$ cat src/rtl/mpu_bram_arbiter.sv
// mpu_bram_arbiter: shares the data-side BRAM port between the MPU data bus and
// the APF bridge, holding the MPU in reset while the bridge owns the memory.
module mpu_bram_arbiter #(
  parameter int ADDR_BITS = 14
) (
  input  logic                 clk,
  input  logic                 reset,
  input  logic                 bridge_lock,
  output logic                 mpu_hold,
  input  logic                 mpu_request,
  input  logic                 mpu_write,
  input  logic [23:0]          mpu_address,
  input  logic [3:0]           mpu_mask,
  input  logic [31:0]          mpu_wdata,
  output logic [31:0]          mpu_rdata,
  output logic                 mpu_valid,
  input  logic                 br_rd,
  input  logic                 br_wr,
  input  logic [23:0]          br_addr,
  input  logic [31:0]          br_wdata,
  output logic [31:0]          br_rdata,
  output logic                 br_done,
  output logic                 br_busy,
  output logic                 br_overrun,
  output logic                 mem_request,
  output logic                 mem_write,
  output logic [ADDR_BITS-1:0] mem_address,
  output logic [3:0]           mem_mask,
  output logic [31:0]          mem_wdata,
  input  logic [31:0]          mem_rdata,
  output logic [1:0]           dbg_state
);

  typedef enum logic [1:0] {
    ST_IDLE  = 2'd0,
    ST_ISSUE = 2'd1,
    ST_RESP  = 2'd2
  } state_e;

  localparam logic OWN_MPU = 1'b0;
  localparam logic OWN_BR  = 1'b1;

  state_e                 state_q, state_d;
  logic                   owner_q, owner_d;
  logic                   last_grant_q, last_grant_d;
  logic                   mpu_hold_q, mpu_hold_d;
  logic                   pend_q, pend_d;
  logic                   pend_wr_q, pend_wr_d;
  logic [ADDR_BITS-1:0]   pend_addr_q, pend_addr_d;
  logic [31:0]            pend_wdata_q, pend_wdata_d;
  logic                   overrun_q, overrun_d;
  logic [31:0]            br_rdata_q, br_rdata_d;
  logic                   mem_wr_q, mem_wr_d;
  logic [ADDR_BITS-1:0]   mem_addr_q, mem_addr_d;
  logic [3:0]             mem_mask_q, mem_mask_d;
  logic [31:0]            mem_wdata_q, mem_wdata_d;

  logic                   in_resp;
  logic                   slot_done;
  logic                   slot_busy;
  logic                   mpu_served;
  logic                   mpu_inflight;
  logic                   mpu_elig;
  logic                   br_elig;
  logic                   arb_window;
  logic                   grant_mpu;
  logic                   grant_br;
  logic                   br_cmd;
  logic                   unused_addr_bits;

  // Completion contract: mpu_valid and br_done are single-cycle pulses in the
  // RESP cycle. The MPU holds mpu_request until mpu_valid; a request still high
  // at the edge ending that cycle is treated as a fresh access. Bridge commands
  // are fire-and-forget pulses accepted only while br_busy is low.
  assign in_resp      = (state_q == ST_RESP);
  assign slot_done    = in_resp && (owner_q == OWN_BR);
  assign mpu_served   = in_resp && (owner_q == OWN_MPU);
  assign mpu_inflight = (state_q != ST_IDLE) && (owner_q == OWN_MPU);
  assign slot_busy    = pend_q && !slot_done;
  assign br_cmd       = br_rd || br_wr;

  assign mpu_elig   = mpu_request && !mpu_hold_q && !bridge_lock && !mpu_served;
  assign br_elig    = pend_q && !slot_done;
  assign arb_window = (state_q == ST_IDLE) || in_resp;
  assign grant_mpu  = arb_window && mpu_elig && (!br_elig || (last_grant_q == OWN_BR));
  assign grant_br   = arb_window && br_elig && !grant_mpu;

  assign unused_addr_bits = ^{mpu_address[23:ADDR_BITS+2], mpu_address[1:0],
                              br_addr[23:ADDR_BITS+2], br_addr[1:0]};

  always_ff @(posedge clk) begin
    if (reset) begin
      state_q      <= ST_IDLE;
      owner_q      <= OWN_MPU;
      last_grant_q <= OWN_BR;
      mpu_hold_q   <= 1'b1;
      pend_q       <= 1'b0;
      pend_wr_q    <= 1'b0;
      pend_addr_q  <= '0;
      pend_wdata_q <= '0;
      overrun_q    <= 1'b0;
      br_rdata_q   <= '0;
      mem_wr_q     <= 1'b0;
      mem_addr_q   <= '0;
      mem_mask_q   <= '0;
      mem_wdata_q  <= '0;
    end else begin
      state_q      <= state_d;
      owner_q      <= owner_d;
      last_grant_q <= last_grant_d;
      mpu_hold_q   <= mpu_hold_d;
      pend_q       <= pend_d;
      pend_wr_q    <= pend_wr_d;
      pend_addr_q  <= pend_addr_d;
      pend_wdata_q <= pend_wdata_d;
      overrun_q    <= overrun_d;
      br_rdata_q   <= br_rdata_d;
      mem_wr_q     <= mem_wr_d;
      mem_addr_q   <= mem_addr_d;
      mem_mask_q   <= mem_mask_d;
      mem_wdata_q  <= mem_wdata_d;
    end
  end

  always_comb begin
    state_d      = state_q;
    owner_d      = owner_q;
    last_grant_d = last_grant_q;
    mpu_hold_d   = mpu_hold_q;
    pend_d       = pend_q;
    pend_wr_d    = pend_wr_q;
    pend_addr_d  = pend_addr_q;
    pend_wdata_d = pend_wdata_q;
    overrun_d    = overrun_q;
    br_rdata_d   = br_rdata_q;
    mem_wr_d     = mem_wr_q;
    mem_addr_d   = mem_addr_q;
    mem_mask_d   = mem_mask_q;
    mem_wdata_d  = mem_wdata_q;

    case (state_q)
      ST_IDLE:  state_d = (grant_mpu || grant_br) ? ST_ISSUE : ST_IDLE;
      ST_ISSUE: state_d = ST_RESP;
      ST_RESP:  state_d = (grant_mpu || grant_br) ? ST_ISSUE : ST_IDLE;
      default:  state_d = ST_IDLE;
    endcase

    if (grant_mpu) begin
      owner_d      = OWN_MPU;
      last_grant_d = OWN_MPU;
      mem_wr_d     = mpu_write;
      mem_addr_d   = mpu_address[ADDR_BITS+1:2];
      mem_mask_d   = mpu_write ? mpu_mask : 4'hF;
      mem_wdata_d  = mpu_wdata;
    end else if (grant_br) begin
      owner_d      = OWN_BR;
      last_grant_d = OWN_BR;
      mem_wr_d     = pend_wr_q;
      mem_addr_d   = pend_addr_q;
      mem_mask_d   = 4'hF;
      mem_wdata_d  = pend_wdata_q;
    end

    // The slot may be refilled on the same edge it retires, since br_busy
    // already reads low during the br_done cycle.
    if (br_cmd && !slot_busy) begin
      pend_d       = 1'b1;
      pend_wr_d    = br_wr;
      pend_addr_d  = br_addr[ADDR_BITS+1:2];
      pend_wdata_d = br_wdata;
    end else if (slot_done) begin
      pend_d = 1'b0;
    end
    if (br_cmd && slot_busy) begin
      overrun_d = 1'b1;
    end

    if (slot_done && !mem_wr_q) begin
      br_rdata_d = mem_rdata;
    end

    if (bridge_lock && !mpu_inflight) begin
      mpu_hold_d = 1'b1;
    end else if (!bridge_lock && (state_q == ST_IDLE) && !pend_q) begin
      mpu_hold_d = 1'b0;
    end
  end

  always_comb begin
    mem_request = (state_q == ST_ISSUE);
    mem_write   = (state_q == ST_ISSUE) && mem_wr_q;
    mem_address = mem_addr_q;
    mem_mask    = mem_mask_q;
    mem_wdata   = mem_wdata_q;
    mpu_valid   = mpu_served;
    mpu_rdata   = mpu_served ? mem_rdata : 32'h0;
    br_done     = slot_done;
    br_busy     = slot_busy;
    br_rdata    = (slot_done && !mem_wr_q) ? mem_rdata : br_rdata_q;
    br_overrun  = overrun_q;
    mpu_hold    = mpu_hold_q;
    dbg_state   = state_q;
  end

endmodule

$ cat config.mk
export PLATFORM = sky130hd
export DESIGN_NAME = mpu_bram_arbiter
export DESIGN_NICKNAME = d
export VERILOG_FILES = /design/src/rtl/mpu_bram_arbiter.sv
export SDC_FILE = /design/constraint.sdc
export NUM_CORES = 1
export LEC_CHECK = 0
export ABC_AREA = 1
export CORE_ASPECT_RATIO = 0.8
export CORE_UTILIZATION = 38
export DETAILED_ROUTE_END_ITERATION = 16
export PLACE_DENSITY = 0.74
export SYNTH_ARGS = -nofsm -noshare
export SYNTH_HDL_FRONTEND = slang
export SYNTH_SLANG_ARGS = --single-unit
$ cat constraint.sdc
create_clock -name clk -period 1.85 [get_ports clk]
set_input_delay 0.37 -clock clk [delete_from_list [all_inputs] [get_ports clk]]
set_output_delay 0.37 -clock clk [all_outputs]
set_load 0.01 [all_outputs]
==> qor.csv <==
metric,value,unit
Syn Std Cell Area,6170,µm²
Startpoint Class,flip-flop,
final worst setup slack,-0.261,ns
Critical Path Source,dbg_state[0],
Max VDD drop,0.000676,V
crit-path max FO,7,
Yosys warning count,0,
outcome,"complete, but fails checks",
Mapped Cells,895,
CP Class,reg -> out,
# clock sinks,137,
max-cap viol count,0,
setup repair after global routing missed its margin,yes,
Die H,116,µm
post-synthesis mux area share,0,
pwr dens,831,nW/µm²
Slew headroom,0.802,
Post-synth EDFFs,0,
Final Cell Area,10700,µm²
static leakage,0.00523,µW
largest cells by area after synthesis,"dfxtp_1, nor2_1, nand3_1",
# nets final,1358,
n_diodes,0,
Final setup viols,64,
Syn Nets,1050,
largest net degree at the start of global routing,60,
dpl hpwl,13300,µm
Adder-Cell Fraction of Synth Area,0,
post-synthesis simple-gate area fraction,0.332,
H-Tree Level Count,4,
clk_lat worst skew,0.41,ns
XOR/XNOR Fraction of Synth Area,0,
Max Slew Vio Count,0,
"antenna viol nets, final",0,
Synth Register Bits,137,
DR vias/cell,4.72,
TritonCTS Buffers,17,
total congestion overflow,0,
Starting Density,0.390,
Syn-to-layout area delta,74.0,%
Final Critical Period,2.11,ns
pre-CTS WS,-0.169,ns
register area share after synthesis,0.445,
"most common cell after layout, fill and taps aside",nor2_1,
die area,16800,µm²
IO Pins,278,
"Period Utilization, post-route",1.14,
drt drc,0,
failing checks,negative setup slack,
via count,6759,
main combinational cell family by area after synthesis,simple AND/OR/NAND/NOR gates,
initial antenna violation count,0,
"Avg Cell Area, Syn",6.89,µm²
TritonCTS clock tree,yes,
layout cells sized above 1,0.248,
Total Wirelength,21100,µm
clock root cell,clkbuf_16,
CP required,1.48,ns
cts hold-fix bufs,0,
Synth area leader,dfxtp_1,
Most used DFF post-synth,dfxtp_1,
Final Skew,0.00688,ns
Worst-path clk slew,0.06,ns
Synth Area in Compound Gates,0.0880,
DP Area,9330,µm²
most frequent cells in the layout,"nor2_1, clkdlybuf4s50_1, dfxtp_1",
FMAX,474,MHz
async set or reset register ratio after synthesis,0,
Synth top area share,0.445,
Longest Clk Path Bufs,2,
core area,15800,µm²
drt wl/cell,14.7,µm
overall routing resource usage,0.251,
Worst-Margin Slew,0.294,ns
post-synth cell types,28,
WP data arrival,1.74,ns
FP Rows,41,
final-report hold violation count,0,
first-pass GRT wire length,32300,µm
Die X-Extent,144,µm
Crit. End Element,primary output,
RD Place Congestion,0.812,
r2r startpoint,dbg_state[0],
hold_sp,br_overrun,
worst min-delay path class,reg -> reg,
DR pass1 iterations,5,
First DRT Iteration DRCs,372,
PortBufs,257,
number of global-route vias before repair,6571,
==> where the power goes <==
part	internal (µW)	total, µW	leakage (µW)	switching, µW
clock network	2640	3910	0.000334	1270
registers	3180	3310	0.00113	130
logic	870	1700	0.00378	829
==> state kept, by name, summed over array words and instances (netlist names) <==
name,cells
mem_address,14
br_overrun,1
mem_mask,4
pend_wdata_q,32
pend_wr_q,1
owner_q,1
dbg_state,2
br_rdata_q,32
mem_wr_q,1
mem_wdata,32
mpu_hold,1
pend_addr_q,14
pend_q,1
last_grant_q,1
==> worst paths after layout <==
check | end | cells past startpoint | slack (ns)
hold reg to reg | br_overrun | 2 | 0.46
hold / removal | br_overrun | 2 | 0.46
setup / recovery | br_rdata[8] | 9 | -0.26
setup reg to reg | mem_mask[2] | 10 | 0.10
==> per-stage QoR <==
| step | hold slack [ns] | instances | power (µW) | TNS (ns) | util |
|---|---|---|---|---|---|
| floorplan | 0.441 | 895 | 4060 | 0 | - |
| global route | 0.489 | 1431 | 9310 | -17.91 | 0.679 |
| CTS | 0.462 | 1421 | 8910 | -12.51 | 0.665 |
| global placement | 0.440 | 1368 | 4910 | -7.43 | 0.590 |
| finish | 0.455 | 1431 | 8920 | -11.31 | 0.679 |
| detailed placement | 0.450 | 1368 | 4930 | -9.58 | 0.590 |
==> routing by layer <==
layer / vias to the layer above / GRT usage / share of wire
met2: 207 / 0.415 / 0.48
met1: 3131 / 0.311 / 0.44
li1: 3395 / - / -
met4: 0 / 0.0814 / 0.013
met5: - / 0 / 0
met3: 26 / 0.0781 / 0.069
==> cell usage after synthesis (4+ instances only) <==
cell type	number
buf_4	4
o21ai_0	100
clkbuf_1	18
nor2_1	204
nand3_1	118
buf_6	5
nand3_2	19
inv_2	4
nand2_2	4
dfxtp_1	137
buf_2	28
inv_1	131
nand2_1	101
==> worst max-delay path, cell delays in order, from the launching register on <==
cell and delay (ns):
dfxtp_2 0.32, inv_2 0.07, nand3_4 0.08, inv_4 0.10, nand2_8 0.13, buf_16 0.18
buf_12 0.12, o21ai_4 0.12, inv_1 0.06, buf_2 0.14
==> cells by family (layout without fill, tap and decap cells) <==
kind of cell / after synthesis / after routing
and+or+nand+nor: 456 / 457
buffers and inverters: 195 / 515
DFF: 137 / 137
AOI/OAI and AO/OA: 107 / 107
==> repair_timing <==
action                                  in CTS  in global routing
endpoints found under the setup margin      71                 92
gates cloned                                 7                  0
pin swaps                                    1                  7
setup buffers                               14                 13
gates resized for setup                    364                 68
==> layout make-up <==
cell class,count,area [µm²]
Multi-Input combinational cell,564,3080
Timing Repair Buffer,347,3430
Sequential cell,137,2750
Tap cell,215,269
Inverter,136,523
Clock buffer,21,470
Clock inverter,11,215
Fill cell,1326,5060
Power figures use the tool's default switching activity.
